==> src/rtl/maze_path_replayer.sv <==
`default_nettype none
// ============================================================================
// Module   : maze_path_replayer
// Purpose  : Records the maze solver's move path as a LIFO, then replays it
//            start-to-goal to a consumer over a valid/ready handshake.
// Revision : 1.0 - initial release
// ============================================================================
module maze_path_replayer #(
    parameter int DEPTH  = 256,
    parameter int MOVE_W = 2,
    parameter int CNT_W  = $clog2(DEPTH + 1)
) (
    input  logic              clk,
    input  logic              rst,
    input  logic              start,
    input  logic              push,
    input  logic              pop,
    input  logic [MOVE_W-1:0] move_in,
    input  logic              done_in,
    input  logic              fail_in,
    input  logic              run,
    input  logic              move_ready,
    output logic [MOVE_W-1:0] move_out,
    output logic              move_valid,
    output logic              replay_busy,
    output logic              replay_done,
    output logic              path_fail,
    output logic              full,
    output logic              empty,
    output logic [CNT_W-1:0]  count,
    output logic              overflow,
    output logic              underflow
);

    localparam int c_ADDR_W = (DEPTH > 1) ? $clog2(DEPTH) : 1;

    typedef enum logic [2:0] {
        S_IDLE     = 3'd0,
        S_RECORD   = 3'd1,
        S_READY    = 3'd2,
        S_REPLAY   = 3'd3,
        S_FINISHED = 3'd4
    } state_t;

    logic [MOVE_W-1:0] r_mem [DEPTH];

    state_t            r_state,      w_state_nxt;
    logic [CNT_W-1:0]  r_sp,         w_sp_nxt;
    logic [CNT_W-1:0]  r_rd_ptr,     w_rd_ptr_nxt;
    logic [MOVE_W-1:0] r_move_out,   w_move_out_nxt;
    logic              r_move_valid, w_move_valid_nxt;
    logic              r_replay_done, w_replay_done_nxt;
    logic              r_path_fail,  w_path_fail_nxt;
    logic              r_overflow,   w_overflow_nxt;
    logic              r_underflow,  w_underflow_nxt;

    logic                w_we;
    logic [c_ADDR_W-1:0] w_waddr;
    logic [CNT_W-1:0]    w_sp_m1;
    logic [CNT_W-1:0]    w_rd_inc;
    logic                w_full;
    logic                w_empty;

    assign w_full   = (r_sp == CNT_W'(DEPTH));
    assign w_empty  = (r_sp == '0);
    assign w_sp_m1  = r_sp - CNT_W'(1);
    assign w_rd_inc = r_rd_ptr + CNT_W'(1);

    always_comb begin
        w_state_nxt       = r_state;
        w_sp_nxt          = r_sp;
        w_rd_ptr_nxt      = r_rd_ptr;
        w_move_out_nxt    = r_move_out;
        w_move_valid_nxt  = r_move_valid;
        w_replay_done_nxt = 1'b0;
        w_path_fail_nxt   = r_path_fail;
        w_overflow_nxt    = r_overflow;
        w_underflow_nxt   = r_underflow;
        w_we              = 1'b0;
        w_waddr           = r_sp[c_ADDR_W-1:0];

        if (start) begin
            w_state_nxt      = S_RECORD;
            w_sp_nxt         = '0;
            w_path_fail_nxt  = 1'b0;
            w_overflow_nxt   = 1'b0;
            w_underflow_nxt  = 1'b0;
            w_move_valid_nxt = 1'b0;
        end else begin
            case (r_state)
                S_RECORD: begin
                    // A push+pop on an empty stack degenerates to a plain push.
                    if (push && (!pop || w_empty)) begin
                        if (w_full) begin
                            w_overflow_nxt = 1'b1;
                        end else begin
                            w_we     = 1'b1;
                            w_sp_nxt = r_sp + CNT_W'(1);
                        end
                    end else if (push && pop) begin
                        w_we    = 1'b1;
                        w_waddr = w_sp_m1[c_ADDR_W-1:0];
                    end else if (pop) begin
                        if (w_empty) begin
                            w_underflow_nxt = 1'b1;
                        end else begin
                            w_sp_nxt = w_sp_m1;
                        end
                    end

                    if (fail_in) begin
                        w_state_nxt     = S_READY;
                        w_sp_nxt        = '0;
                        w_path_fail_nxt = 1'b1;
                    end else if (done_in) begin
                        w_state_nxt = S_READY;
                    end
                end

                S_READY, S_FINISHED: begin
                    if (run) begin
                        w_rd_ptr_nxt = '0;
                        if (w_empty) begin
                            w_state_nxt       = S_FINISHED;
                            w_replay_done_nxt = 1'b1;
                        end else begin
                            w_state_nxt      = S_REPLAY;
                            w_move_valid_nxt = 1'b1;
                            w_move_out_nxt   = r_mem[0];
                        end
                    end
                end

                S_REPLAY: begin
                    if (r_move_valid && move_ready) begin
                        if (r_rd_ptr == w_sp_m1) begin
                            w_move_valid_nxt  = 1'b0;
                            w_state_nxt       = S_FINISHED;
                            w_replay_done_nxt = 1'b1;
                        end else begin
                            w_rd_ptr_nxt   = w_rd_inc;
                            w_move_out_nxt = r_mem[w_rd_inc[c_ADDR_W-1:0]];
                        end
                    end
                end

                default: ;
            endcase
        end
    end

    always_ff @(posedge clk) begin
        if (rst) begin
            r_state       <= S_IDLE;
            r_sp          <= '0;
            r_rd_ptr      <= '0;
            r_move_out    <= '0;
            r_move_valid  <= 1'b0;
            r_replay_done <= 1'b0;
            r_path_fail   <= 1'b0;
            r_overflow    <= 1'b0;
            r_underflow   <= 1'b0;
        end else begin
            r_state       <= w_state_nxt;
            r_sp          <= w_sp_nxt;
            r_rd_ptr      <= w_rd_ptr_nxt;
            r_move_out    <= w_move_out_nxt;
            r_move_valid  <= w_move_valid_nxt;
            r_replay_done <= w_replay_done_nxt;
            r_path_fail   <= w_path_fail_nxt;
            r_overflow    <= w_overflow_nxt;
            r_underflow   <= w_underflow_nxt;
        end
    end

    // Path storage is never cleared; sp alone defines what is valid.
    always_ff @(posedge clk) begin
        if (w_we && !rst) begin
            r_mem[w_waddr] <= move_in;
        end
    end

    assign move_out    = r_move_out;
    assign move_valid  = r_move_valid;
    assign replay_busy = (r_state == S_REPLAY);
    assign replay_done = r_replay_done;
    assign path_fail   = r_path_fail;
    assign full        = w_full;
    assign empty       = w_empty;
    assign count       = r_sp;
    assign overflow    = r_overflow;
    assign underflow   = r_underflow;

endmodule
`default_nettype wire

==> config.mk <==
export PLATFORM = sky130hd
export DESIGN_NAME = maze_path_replayer
export DESIGN_NICKNAME = d
export VERILOG_FILES = /design/src/rtl/maze_path_replayer.sv
export SDC_FILE = /design/constraint.sdc
export NUM_CORES = 1
export LEC_CHECK = 0
export BUFFER_PORTS_ARGS = -buffer_cell sky130_fd_sc_hd__buf_2
export CAP_MARGIN = 20
export CORE_MARGIN = 2
export CORE_UTILIZATION = 55
export DETAILED_ROUTE_END_ITERATION = 8
export PLACE_DENSITY = 0.71
export SKIP_CTS_REPAIR_TIMING = 1
export SYNTH_ARGS = -nofsm -noshare
export SYNTH_HDL_FRONTEND = slang
export SYNTH_SLANG_ARGS = --single-unit
==> constraint.sdc <==
create_clock -name clk -period 6.4 [get_ports clk]
set_clock_uncertainty 0.15 [all_clocks]
set_input_delay 1.28 -clock clk [delete_from_list [all_inputs] [get_ports clk]]
set_output_delay 1.28 -clock clk [all_outputs]
set_load 0.01 [all_outputs]
---- Word level (Yosys, flattened, before mapping) ----
Memories as Yosys holds them, arrays and structs flattened.
Index checks and enable logic that the tools add are counted.
operators by class
  add/subtract/negate cells ............... 3
  equality and inequality tests ........... 19
  mux-type cells .......................... 44
  bitwise gates (word level) .............. 3
  reductions and logical operators ........ 23
operators with widths
  operator                                               count
  2-to-1 mux 9 bit                                       9
  2-to-1 mux 8 bit                                       4
  AND reduction 5 bit                                    6
  adder 9 x 1 -> 9 bit, second input constant            2
  2-to-1 mux 3 bit                                       6
  one-hot mux 9 bit (2 select lines)                     1
  2-to-1 mux 1 bit                                       16
  inequality test 3 bit, second input constant           4
  equality test 9 bit                                    1
  equality test 9 bit, second input constant             1
  logical NOT 9 bit                                      1
  inequality test 3 x 2 -> 1 bit, second input constant  3
  one-hot mux 3 bit (3 select lines)                     1
  subtractor 9 x 1 -> 9 bit, second input constant       1
  2-to-1 mux 2 bit                                       4
  equality test 3 x 2 -> 1 bit, second input constant    2
  inequality test 2 bit, second input constant           3
  AND reduction 6 bit                                    1
  nonzero test 3 bit                                     2
  logical AND 1 bit                                      4
  inequality test 2 x 1 -> 1 bit, second input constant  2
  inequality test 4 bit, second input constant           1
  one-hot mux 1 bit (2 select lines)                     2
  one-hot mux 2 bit (2 select lines)                     1
  10 further kinds                                       14
word-level totals
  flip-flop bits (word level) ............. 28
  memory bits (writable) .................. 512
  input bits .............................. 11
  output and inout bits ................... 19
  logic and storage cells ................. 103
  memories kept ........................... 1
memories
  name   words  width  rd ports  clocked after Yosys merged registers in  wr ports  RTL line  source
  r_mem  256    2      2         0                                        1         45        logic [MOVE_W-1:0] r_mem [DEPTH];

---- Logic depth before layout (Yosys ltp) ----
Gate-level depths: netlist of run 1.
  depth in word-level cells ............... 9
  mapped depth ............................ 13
  depth with buffers taken out ............ 10

---- Worst setup path after synthesis of run 1 ----
Ideal clock, no wire load.
  path kind ............................... input port to flip-flop
  start ................................... in push
  end ..................................... mem r_mem[9][0] (enable)
  setup time .............................. 0.309 ns
  arrival ................................. 3.029 ns
  data required time ...................... 5.941 ns
  path slack .............................. 2.912 ns
  cell stages on the path ................. 9
  path buffers ............................ 1
  cells stage by stage .................... inv_1 nor3b_2 nand3_2 or4b_1 a21o_1 a21oi_4 nand2_2 buf_2 nor2_1
on the way
  cells in the longest elaborated chain, start to end .. 8
  elaborated cells on any way between the ends .. 13
  those cells by class .................... mux (10); reduce/logical (3)
RTL lines
  element                                 RTL line  source
  start, declared                         16        input logic push,
  logical AND 1 bit                       100       end else if (push && pop) begin
  2-to-1 mux 1 bit                        100
  2-to-1 mux 1 bit                        93        if (push && (!pop || w_empty)) begin
  2-to-1 mux 1 bit                        90        case (r_state)
  2-to-1 mux 1 bit                        82        if (start) begin
  logical AND 1 bit                       178       if (w_we && !rst) begin
  2-to-1 mux 1 bit                        178
  2-to-1 mux 1 bit (implied by the code)  179       r_mem[w_waddr] <= move_in;
  end, declared                           45
Parallel ways exist; a longest one is shown, timed or not.

---- Final worst setup path of run 1 ----
  start ................................... reg r_sp[0] (netlist: count[0])
  end ..................................... mem r_mem[127][1] (enable)
on the way
  cells in the longest elaborated chain, start to end .. 9
  elaborated cells on any way between the ends .. 16
  those cells by class .................... add/sub (1); eq/ne (1); mux (10); reduce/logical (4)
RTL lines
  element                                                                            RTL line  source
  start, declared                                                                    48        logic [CNT_W-1:0] r_sp, w_sp_nxt;
  start signal, assigned                                                             165       r_sp <= w_sp_nxt;
  parallel branches: the longest is 9 deep, another holds subtractor 9 x 1 -> 9 bit  --
Several ways; the timed one is not identified.

==> results.toml, run 1 <==
[outcome]
run_status = "finished clean"

[cells_and_area]
postLayoutCoreUtil = 0.615
drive_gt1_frac = 0.191
layout.cells.non_filler = 2093
fin_area_um2 = 25800
finalNetCount = 1525
syn_to_final_growth_pct = 10.5

[drt]
via_per_inst = 6.38
vias = 13400
ant_nets = 0
wl_per_cell_um = 25.5
drt_iter0_drc = 1363
drt_wl_total_mm = 53.4
firstDrtPassIters = 6
drc_errors = 0

[clock_tree]
cts_buffers = 54
ctsHtreeMaxLevel = 2
path_clk_slew_ns = 0.06
cts_tree = "built"
clock_latency_ns = 0.60
cts.sinks = 540
max-clock-path-buffers = 3
ctsRootBufferMaster = "clkbuf_16"

[placement]
dp.cells = 1992
gp_congestion = 0.819
hpwl_mm = 32.3
placed_area_um2 = 24000
portBuffers = 29

[run]
max_cap_viol_count = 0

[floorplanning]
die_x_um = 210
dieArea_um2 = 44000
start_util = 0.557
io_pins = 30
coreArea_um2 = 41900
row_count = 75
die_y_um = 210

[timing]
maxSlewHeadroom = 0.282
final-hold-violation-count = 0
rsz0062_at_grt = "no"
fin_crit_sh = 0.719
slew_violations = 0
finalSetupTns_ns = 0
tightest_slew_ns = 1.07
period_needed_ns = 4.60
fmax_ghz = 0.217
setup_viol = 0

[setup_path]
r2r-end = "r_mem[127][1]"
cp.arrival_ns = 4.72
reg2reg_from = "count[0]"
crit_type = "flop to flop"
worstSetupEndpointType = "flop"
critPathRequiredTime_ns = 6.53
crit_path_start_kind = "flop"
r2r_setup_slack_ns = 1.80
path_max_fanout = 16
rr_worst_depth = 10

[grt]
grt_pass1_wl_mm = 80.8
grt_pass1_vias = 13400
gr-total-overflow = 0
grt_max_degree = 216
antenna_found_initial = 0
grt_usage = 0.247

[logic_synthesis]
synth_area_um2 = 23300
yosysWarnings = 0
synth_fp_nets = 1513
synthArstFlopShare = 0
yosys_most_used_dff = "edfxtp_1"
syn_inst = 1498
syn_avg_cell_area_um2 = 15.6
ys_ff_latch = 540
synth.distinct_cells = 69
synth-edff-count = 512
yosysSeqAreaShare = 0.684

[worst_hold_path]
hold_path_depth = 2
holdCritStartpoint = "path_fail"
hold_end = "path_fail"
worstHoldPathType = "flop to flop"

[power_and_ir_drop]
power.leakage_uw = 0.00769
total_power_uw = 7210
powerDensity_nw_per_um2 = 280
vdd_drop_max_mv = 0.217
-- cell usage after synthesis, drive strengths merged, types with 4 or more instances --
cell | n | area share
edfxtp | 512 | 0.66
nor2 | 304 | 0.049
mux4 | 130 | 0.13
nand2 | 89 | 0.015
buf | 51 | 0.012
clkbuf | 48 | 0.0077
o21ai | 41 | 0.0088
mux2i | 38 | 0.016
a21oi | 32 | 0.0074
dfxtp | 28 | 0.024
xnor2 | 18 | 0.0068
nand3 | 17 | 0.0039
nand2b | 13 | 0.0035
inv | 12 | 0.0019
xor2 | 12 | 0.0048
or3 | 9 | 0.0024
a221oi | 8 | 0.0030
a32o | 8 | 0.0034
a31oi | 7 | 0.0019
nand4 | 6 | 0.0016
nor3 | 6 | 0.0013
nor3b | 6 | 0.0028
o32ai | 6 | 0.0026
a211o | 5 | 0.0019
and3 | 5 | 0.0013
nand3b | 5 | 0.0016
nor2b | 5 | 0.0013
o22ai | 5 | 0.0013
o31ai | 5 | 0.0018
a21o | 4 | 0.0013
a22o | 4 | 0.0015
a311o | 4 | 0.0017
and2 | 4 | 0.0011
ha | 4 | 0.0021
o22a | 4 | 0.0015
or4 | 4 | 0.0013
-- cell families (layout without fill, tap and decap cells) --
group,after synthesis,after routing,synth area share
mux,171,171,0.143
other cells,0,1,0
buf+inv,111,166,0.0214
fa+ha+maj,4,4,0.00215
simple gates,486,486,0.0913
compound gates,156,156,0.0466
xor+xnor,30,30,0.0116
flops,540,540,0.684
-- worst max-delay path, cell delays in order, from the launching register on --
cell      delay, ns
dfxtp_1        0.74
inv_1          0.28
ha_1           0.27
nor4b_2        0.16
nand3b_1       0.30
and3_1         0.49
nand2_1        0.15
or3_1          0.36
a21oi_1        0.27
nand2_1        0.64
nor2_1         0.43
-- cell type report --
| cell class | count | area (µm²) |
|---|---|---|
| tap | 539 | 674 |
| fill | 2994 | 16100 |
| inverter | 12 | 45.0 |
| timing repair buffer | 55 | 410 |
| multi-input combinational | 847 | 6930 |
| clock inverter | 39 | 358 |
| clock buffer | 60 | 1400 |
| sequential | 540 | 15900 |
| antenna | 1 | 2.50 |
-- worst max-delay path by stage --
stage / start / end / slack [ns] / cells past startpoint
final: count[0] / r_mem[127][1] / 1.80 / 10
after global routing: count[0] / r_mem[236][1] / 1.55 / 10
after CTS: count[0] / r_mem[131][0] / 1.80 / 10
after detailed placement: count[0] / r_mem[67][1] / 1.84 / 10
after global placement: count[0] / r_mem[131][1] / 1.90 / 10
after floorplan: push / r_mem[9][0] / 2.91 / 9
-- sequential cells by signal (all words and copies together) (netlist names) --
signal	count
replay_done	1
r_mem	512
count	9
move_out	2
overflow	1
r_rd_ptr	9
path_fail	1
r_state	3
underflow	1
move_valid	1
-- routing by layer --
layer | routed length (µm) | GRT usage
met3 | 3990 | 0.0437
met4 | 1630 | 0.0768
met5 | 0 | 0
met1 | 21700 | 0.344
met2 | 26100 | 0.404
-- cells in the final DEF, fill, tap and decap left out, types with 5 or more instances in the layout --
| cell | instances |
|---|---|
| edfxtp_1 | 512 |
| nor2_1 | 304 |
| o32ai_1 | 5 |
| nand3_1 | 16 |
| nand2b_1 | 13 |
| bufinv_16 | 6 |
| xor2_1 | 11 |
| a31oi_1 | 7 |
| xnor2_1 | 17 |
| mux2i_1 | 38 |
| o21ai_0 | 37 |
| a21oi_1 | 31 |
| nand3b_1 | 5 |
| a32o_1 | 8 |
| nor2b_1 | 5 |
| clkinv_1 | 12 |
| and3_1 | 5 |
| o22ai_1 | 5 |
| dfxtp_1 | 27 |
| inv_1 | 12 |
| clkbuf_16 | 55 |
| or3_1 | 9 |
| a221oi_1 | 8 |
| clkbuf_1 | 5 |
| nor3_1 | 6 |
| clkinv_2 | 13 |
| nand2_1 | 85 |
| nand4_1 | 6 |
| buf_4 | 22 |
| mux4_2 | 130 |
| a211o_1 | 5 |
| buf_2 | 27 |
-- where the power goes --
| part | switching (µW) | total, µW | internal (µW) | leakage, µW |
|---|---|---|---|---|
| sequential | 8.53 | 3870 | 3870 | 0.00483 |
| combinational | 134 | 200 | 65.7 | 0.00200 |
| clock | 1330 | 3140 | 1810 | 0.000858 |
| total | 1470 | 7210 | 5740 | 0.00769 |
-- stage by stage --
step           setup WS, ns  hold WS, ns
4_1_cts                1.80        0.322
5_1_grt                1.55        0.359
3_5_place_dp           1.84        0.309
2_1_floorplan          2.91        0.314
3_3_place_gp           1.90        0.297
6_report               1.80        0.328
No activity file was read; power rests on OpenSTA's default activity.
==> inputs of run 2 (changes only) <==
--- a/config.mk
+++ b/config.mk
@@ -5,6 +5,7 @@
 export SDC_FILE = /design/constraint.sdc
 export NUM_CORES = 1
 export LEC_CHECK = 0
+export ABC_AREA = 1
 export BUFFER_PORTS_ARGS = -buffer_cell sky130_fd_sc_hd__buf_2
 export CAP_MARGIN = 20
 export CORE_MARGIN = 2
==> constraint.sdc (replaced) <==
create_clock -name clk -period 4.7 [get_ports clk]
set_clock_uncertainty 0.15 [all_clocks]
set_input_delay 0.94 -clock clk [delete_from_list [all_inputs] [get_ports clk]]
set_output_delay 0.94 -clock clk [all_outputs]
set_load 0.01 [all_outputs]
==> run 2 against run 1 <==
Against the previous run:
- setup slack got worse by 0.64 ns
- maximum frequency increased by 30%
- sequential share of layout area decreased by 2.2 points
- highest routed layer unchanged
- worst hold slack got worse by 0.015 ns
- die area increased by 5.3%
- combinational power increased to 5.8 times the previous value
- first-iteration DRC count increased by 52%
- global-route usage increased by 2.1 points
- critical path depth increased by 2
- critical path type unchanged
- utilization decreased by 0.97 points
==> results.toml, run 2 <==
[setup_path]
cp_top_family = "simple AND/OR/NAND/NOR gates"
crit_chain = "ha_4 > nand3_1 > xor2_2 > buf_4 > clkinv_1 > nand3_1 > nand3_1 > nand3_1 > nand3_1 > nand3_1 > nand2_1 > a21oi_1"
worstSetupEndpointType = "flop"
crit_path_start_kind = "flop"
slowest_stage = "clkinv_1"
cp.arrival_ns = 3.92
critPathRequiredTime_ns = 5.08
slowest_delay_ns = 0.78
path_max_fanout = 17
crit_type = "flop to flop"
crit_top_cell = "nand3_1"
crit_buf_inv = 2

[logic_synthesis]
syn_avg_cell_area_um2 = 9.89
synthArstFlopShare = 0
yosys-top-cells-count = "nand2_1, nor2_1, edfxtp_1"
synth_most_common_cell = "nand2_1"
yosys_most_used_dff = "edfxtp_1"
synth.distinct_cells = 46
syn_inst = 2482
synthTopCellsByArea = "edfxtp_1, nand2_1, nor2_1, nand3_1, o21ai_0"
synth-edff-count = 512
synth_area_um2 = 24600
yosysSeqAreaShare = 0.649
yosysWarnings = 0
ys_ff_latch = 540
yosys.area.top_type = "edfxtp_1"
yosysTopAreaCellShare = 0.626
synth_fp_nets = 2497

[clock_tree]
ctsRootBufferMaster = "clkbuf_16"
max-clock-path-buffers = 3
ctsHtreeMaxLevel = 2
cts_buffers = 53
cts_tree = "built"
cts.sinks = 540
clock_latency_ns = 0.59
path_clk_slew_ns = 0.06

[cells_and_area]
layout.cells.non_filler = 3080
final_common_cell = "nand2_1"
final_cell_mix = "nand2_1, nor2_1, edfxtp_1"
postLayoutCoreUtil = 0.606
multi_input_area_um2 = 7570
syn_to_final_growth_pct = 8.84
fin_area_um2 = 26700
max_flop_register = "r_mem"
diodes = 0
regArea_um2 = 15900
largest_reg_flops = 512
drive_gt1_frac = 0.0804
num-fill-cells = 3637
finalNetCount = 2464

[grt]
gr-total-overflow = 0
antenna_found_initial = 0
grt_pass1_vias = 17600
grt_max_degree = 106
grt_usage = 0.268
grt_pass1_wl_mm = 96.2

[floorplanning]
start_util = 0.557
row_count = 77
die_x_um = 215
io_pins = 30
die_y_um = 215
dieArea_um2 = 46400
coreArea_um2 = 44100

[drt]
vias = 17900
drt_wl_total_mm = 61.7
via_per_inst = 5.80
ant_nets = 0
drt_iter0_drc = 2076
wl_per_cell_um = 20.0
firstDrtPassIters = 6
drc_errors = 0

[power_and_ir_drop]
total_power_uw = 10500
sw_frac_of_total = 0.251
p_comb_frac = 0.110
p_int_uw = 7840
power.leakage_uw = 0.00962
vdd_drop_max_mv = 0.307
clkPwrFrac = 0.384
p_seq_frac = 0.506
powerDensity_nw_per_um2 = 392
power.switching_uw = 2630

[placement]
hpwl_mm = 36.2
placed_area_um2 = 25100
dp.cells = 2986
gp_congestion = 0.891
portBuffers = 29

[timing]
fmax_ghz = 0.283
slew_violations = 0
final-hold-violation-count = 0
tightest_slew_ns = 1.07
finalSetupTns_ns = 0
rsz0062_at_grt = "no"
fin_crit_sh = 0.753
maxSlewHeadroom = 0.282
period_needed_ns = 3.54
setup_viol = 0

[run]
max_cap_viol_count = 0

[outcome]
run_status = "finished clean"

[worst_hold_path]
worstHoldPathType = "flop to flop"
[run 2: cell count changes in the layout (fill, tap and decap cells not counted), moves of 9 or more]
cell	before	now
inv_1	12	101
inv_2	0	9
mux2i_1	38	0
mux4_2	130	0
nand2_1	85	552
nand2b_1	13	0
nand3_1	16	292
nand3_4	0	10
nor2_1	304	546
nor2_2	0	11
o21ai_0	37	148
or3_1	9	0
xnor2_1	17	1
[run 2: power groups by stage]
stage          registers [µW]  logic (µW)  clock network (µW)
2_1_floorplan            5390         758                   0
3_3_place_gp             5400        1110                   0
3_5_place_dp             5400        1140                   0
4_1_cts                  5290        1140                4060
5_1_grt                  5300        1280                4230
6_report                 5300        1160                4020
[run 2: worst paths after layout]
kind	start	to	slack (ns)	cells after the start
max	r_rd_ptr[1]	move_out[0]	1.16	12
min	underflow	underflow	0.31	2
max reg2reg	r_rd_ptr[1]	move_out[0]	1.16	12
min reg2reg	underflow	underflow	0.31	2
[run 2: worst reg2reg max path, delay by kind of cell (launching register included)]
kind | cells | cell delay, ns
AND/OR/NAND/NOR | 7 | 1.19
buffers and inverters | 2 | 1.12
flip-flops | 1 | 0.47
adder cells (fa/ha/maj) | 1 | 0.24
XOR/XNOR | 1 | 0.16
AO/OA/AOI/OAI | 1 | 0.13
[run 2: area by class of cell]
class / count / area share
inverters: 118 / 0.0172
multi-input cells: 1680 / 0.283
clock buffers: 63 / 0.0518
well taps: 592 / 0.0277
flip-flops and latches: 540 / 0.596
repair buffers: 56 / 0.0149
clock inverters: 31 / 0.00871
[run 2: cells by family after synthesis]
kind of cell,count (synthesis),synth area share
and+or+nand+nor,1458,0.253
DFF,540,0.649
buffers and inverters,262,0.0453
AOI/OAI and AO/OA,203,0.0446
xor gates and xnor gates,15,0.00611
adders and majority gates,4,0.00204
[run 2: layer usage]
metal	vias to the layer above	GRT usage	part of all wire
met3	131	0.0367	0.087
met2	884	0.444	0.48
met4	0	0.101	0.034
met1	8556	0.363	0.40
li1	8302	-	-
met5	-	0	0
[run 2: stage by stage]
step	hold slack, ns	setup slack [ns]
2_1_floorplan	0.324	1.77
3_3_place_gp	0.304	0.874
3_5_place_dp	0.309	0.757
4_1_cts	0.317	1.24
5_1_grt	0.348	0.966
6_report	0.312	1.16
==> inputs of run 3 (changes only) <==
--- a/config.mk
+++ b/config.mk
@@ -11,7 +11,7 @@
 export CORE_MARGIN = 2
 export CORE_UTILIZATION = 55
 export DETAILED_ROUTE_END_ITERATION = 8
-export PLACE_DENSITY = 0.71
+export PLACE_DENSITY = 0.74
 export SKIP_CTS_REPAIR_TIMING = 1
 export SYNTH_ARGS = -nofsm -noshare
 export SYNTH_HDL_FRONTEND = slang
==> constraint.sdc (replaced) <==
create_clock -name clk -period 3 [get_ports clk]
set_clock_uncertainty 0.15 [all_clocks]
set_input_delay 0.6 -clock clk [delete_from_list [all_inputs] [get_ports clk]]
set_output_delay 0.6 -clock clk [all_outputs]
set_load 0.01 [all_outputs]
==> run 3 against run 2 <==
Against the previous run:
- final cell count is 2.8% higher
- design area is 5.0% higher
- critical path depth is 1 higher
- critical path type unchanged
- critical endpoint is now r_mem[156][0]
- largest cell class unchanged
==> results.toml, run 3 (synthesis results as in run 2) <==
[outcome]
run_status = "finished clean"

[setup_path]
slowest_stage = "dfxtp_1"
crit_path_start_kind = "flop"
worstSetupEndpointType = "flop"
cp.arrival_ns = 3.07
cp_top_family = "simple AND/OR/NAND/NOR gates"
crit_chain = "inv_2 > ha_1 > nand2_1 > nor2_1 > nand2_1 > nand2_1 > nand2_1 > o21ai_2 > nand2_1 > inv_1 > nand3_2 > buf_4 > nor2_1"
slowest_delay_ns = 0.32
crit_top_cell = "nand2_1"
crit_type = "flop to flop"
crit_buf_inv = 3
critPathRequiredTime_ns = 3.13
path_max_fanout = 6
r2r_setup_slack_ns = 0.06

[timing]
final-hold-violation-count = 0
setup_viol = 0
fin_crit_sh = 0.980
rsz0062_at_grt = "yes"
finalSetupTns_ns = 0
period_needed_ns = 2.94
fin_ws_ns = 0.0613
maxSlewHeadroom = 0.546
tightest_slew_ns = 0.681
fmax_ghz = 0.340
slew_violations = 0

[grt]
grt_pass1_wl_mm = 96.7
grt_pass1_vias = 18000
gr-total-overflow = 0
grt_usage = 0.270
grt_max_degree = 147
antenna_found_initial = 0

[clock_tree]
ctsRootBufferMaster = "clkbuf_16"
ctsHtreeMaxLevel = 2
cts.sinks = 540
clock_latency_ns = 0.61
cts_buffers = 53
path_clk_slew_ns = 0.06
max-clock-path-buffers = 3
cts_tree = "built"

[cells_and_area]
fin_area_um2 = 28100
diodes = 0
max_flop_register = "r_mem"
syn_to_final_growth_pct = 14.3
largest_reg_flops = 512
finalNetCount = 2546
drive_gt1_frac = 0.147
final_cell_mix = "nand2_1, edfxtp_1, nor2_1"
postLayoutCoreUtil = 0.636
final_common_cell = "nand2_1"

[placement]
gp_congestion = 0.866
placed_area_um2 = 25900
dpl_worst_slack_ns = -0.00315
hpwl_mm = 37.6
portBuffers = 29

[drt]
wl_per_cell_um = 19.9
drt_wl_total_mm = 63.1
drt_iter0_drc = 2021
vias = 18300
via_per_inst = 5.78
drc_errors = 0
ant_nets = 0
firstDrtPassIters = 6

[power_and_ir_drop]
p_int_uw = 12800
p_comb_frac = 0.114
p_seq_frac = 0.487
power.leakage_uw = 0.0102
total_power_uw = 17000
power.switching_uw = 4190
sw_frac_of_total = 0.246
clkPwrFrac = 0.399
powerDensity_nw_per_um2 = 606
vdd_drop_max_mv = 0.501

[floorplanning]
dieArea_um2 = 46400
die_y_um = 215
start_util = 0.557
die_x_um = 215
row_count = 77
coreArea_um2 = 44100
io_pins = 30

[run]
max_cap_viol_count = 0

[worst_hold_path]
worstHoldPathType = "primary input to flop"
run 3: worst paths after layout:
check | cells past startpoint | endpoint | from
setup / recovery | 13 | r_mem[156][0] | count[1]
hold / removal | 2 | move_out[0] | rst
setup reg to reg | 13 | r_mem[156][0] | count[1]
hold reg to reg | 2 | underflow | underflow
run 3: power groups by stage:
stage | logic, µW | clock network, µW | registers (µW)
after floorplan | 1190 | 0 | 8440
after detailed placement | 1870 | 0 | 8450
after CTS | 1880 | 6860 | 8280
after global routing | 2130 | 7120 | 8280
final | 1940 | 6790 | 8290
after global placement | 1820 | 0 | 8450
run 3: worst reg2reg max path, delay by kind of cell, from the launching register on:
kind                     cells  cell delay [ns]
adder cells (fa/ha/maj)      1             0.21
flip-flops                   1             0.32
buffers and inverters        3             0.53
AND/OR/NAND/NOR              8             1.09
AO/OA/AOI/OAI                1             0.32
run 3: through the flow:
stage          hold WS, ns  instances
2_1_floorplan        0.324       2482
3_3_place_gp         0.292       3058
3_5_place_dp         0.290       3058
4_1_cts             0.0992       3156
5_1_grt              0.147       3166
6_report             0.153       3166
run 3: per-layer routing:
layer  vias to the layer above  wire length (µm)  track usage
li1                       8478                 -            -
met4                         0              2620        0.129
met2                       888             30600        0.444
met3                       180              5610       0.0471
met1                      8744             24300        0.349
met5                         -                 0            0
run 3: final cells by class:
type                    instances  area, µm²
clock buffers                  60       1370
clock inverters                38        395
flip-flops and latches        540      15900
inverters                     118        468
fillers                      3450      16000
repair buffers                137       1300
multi-input cells            1681       7860
well taps                     592        741
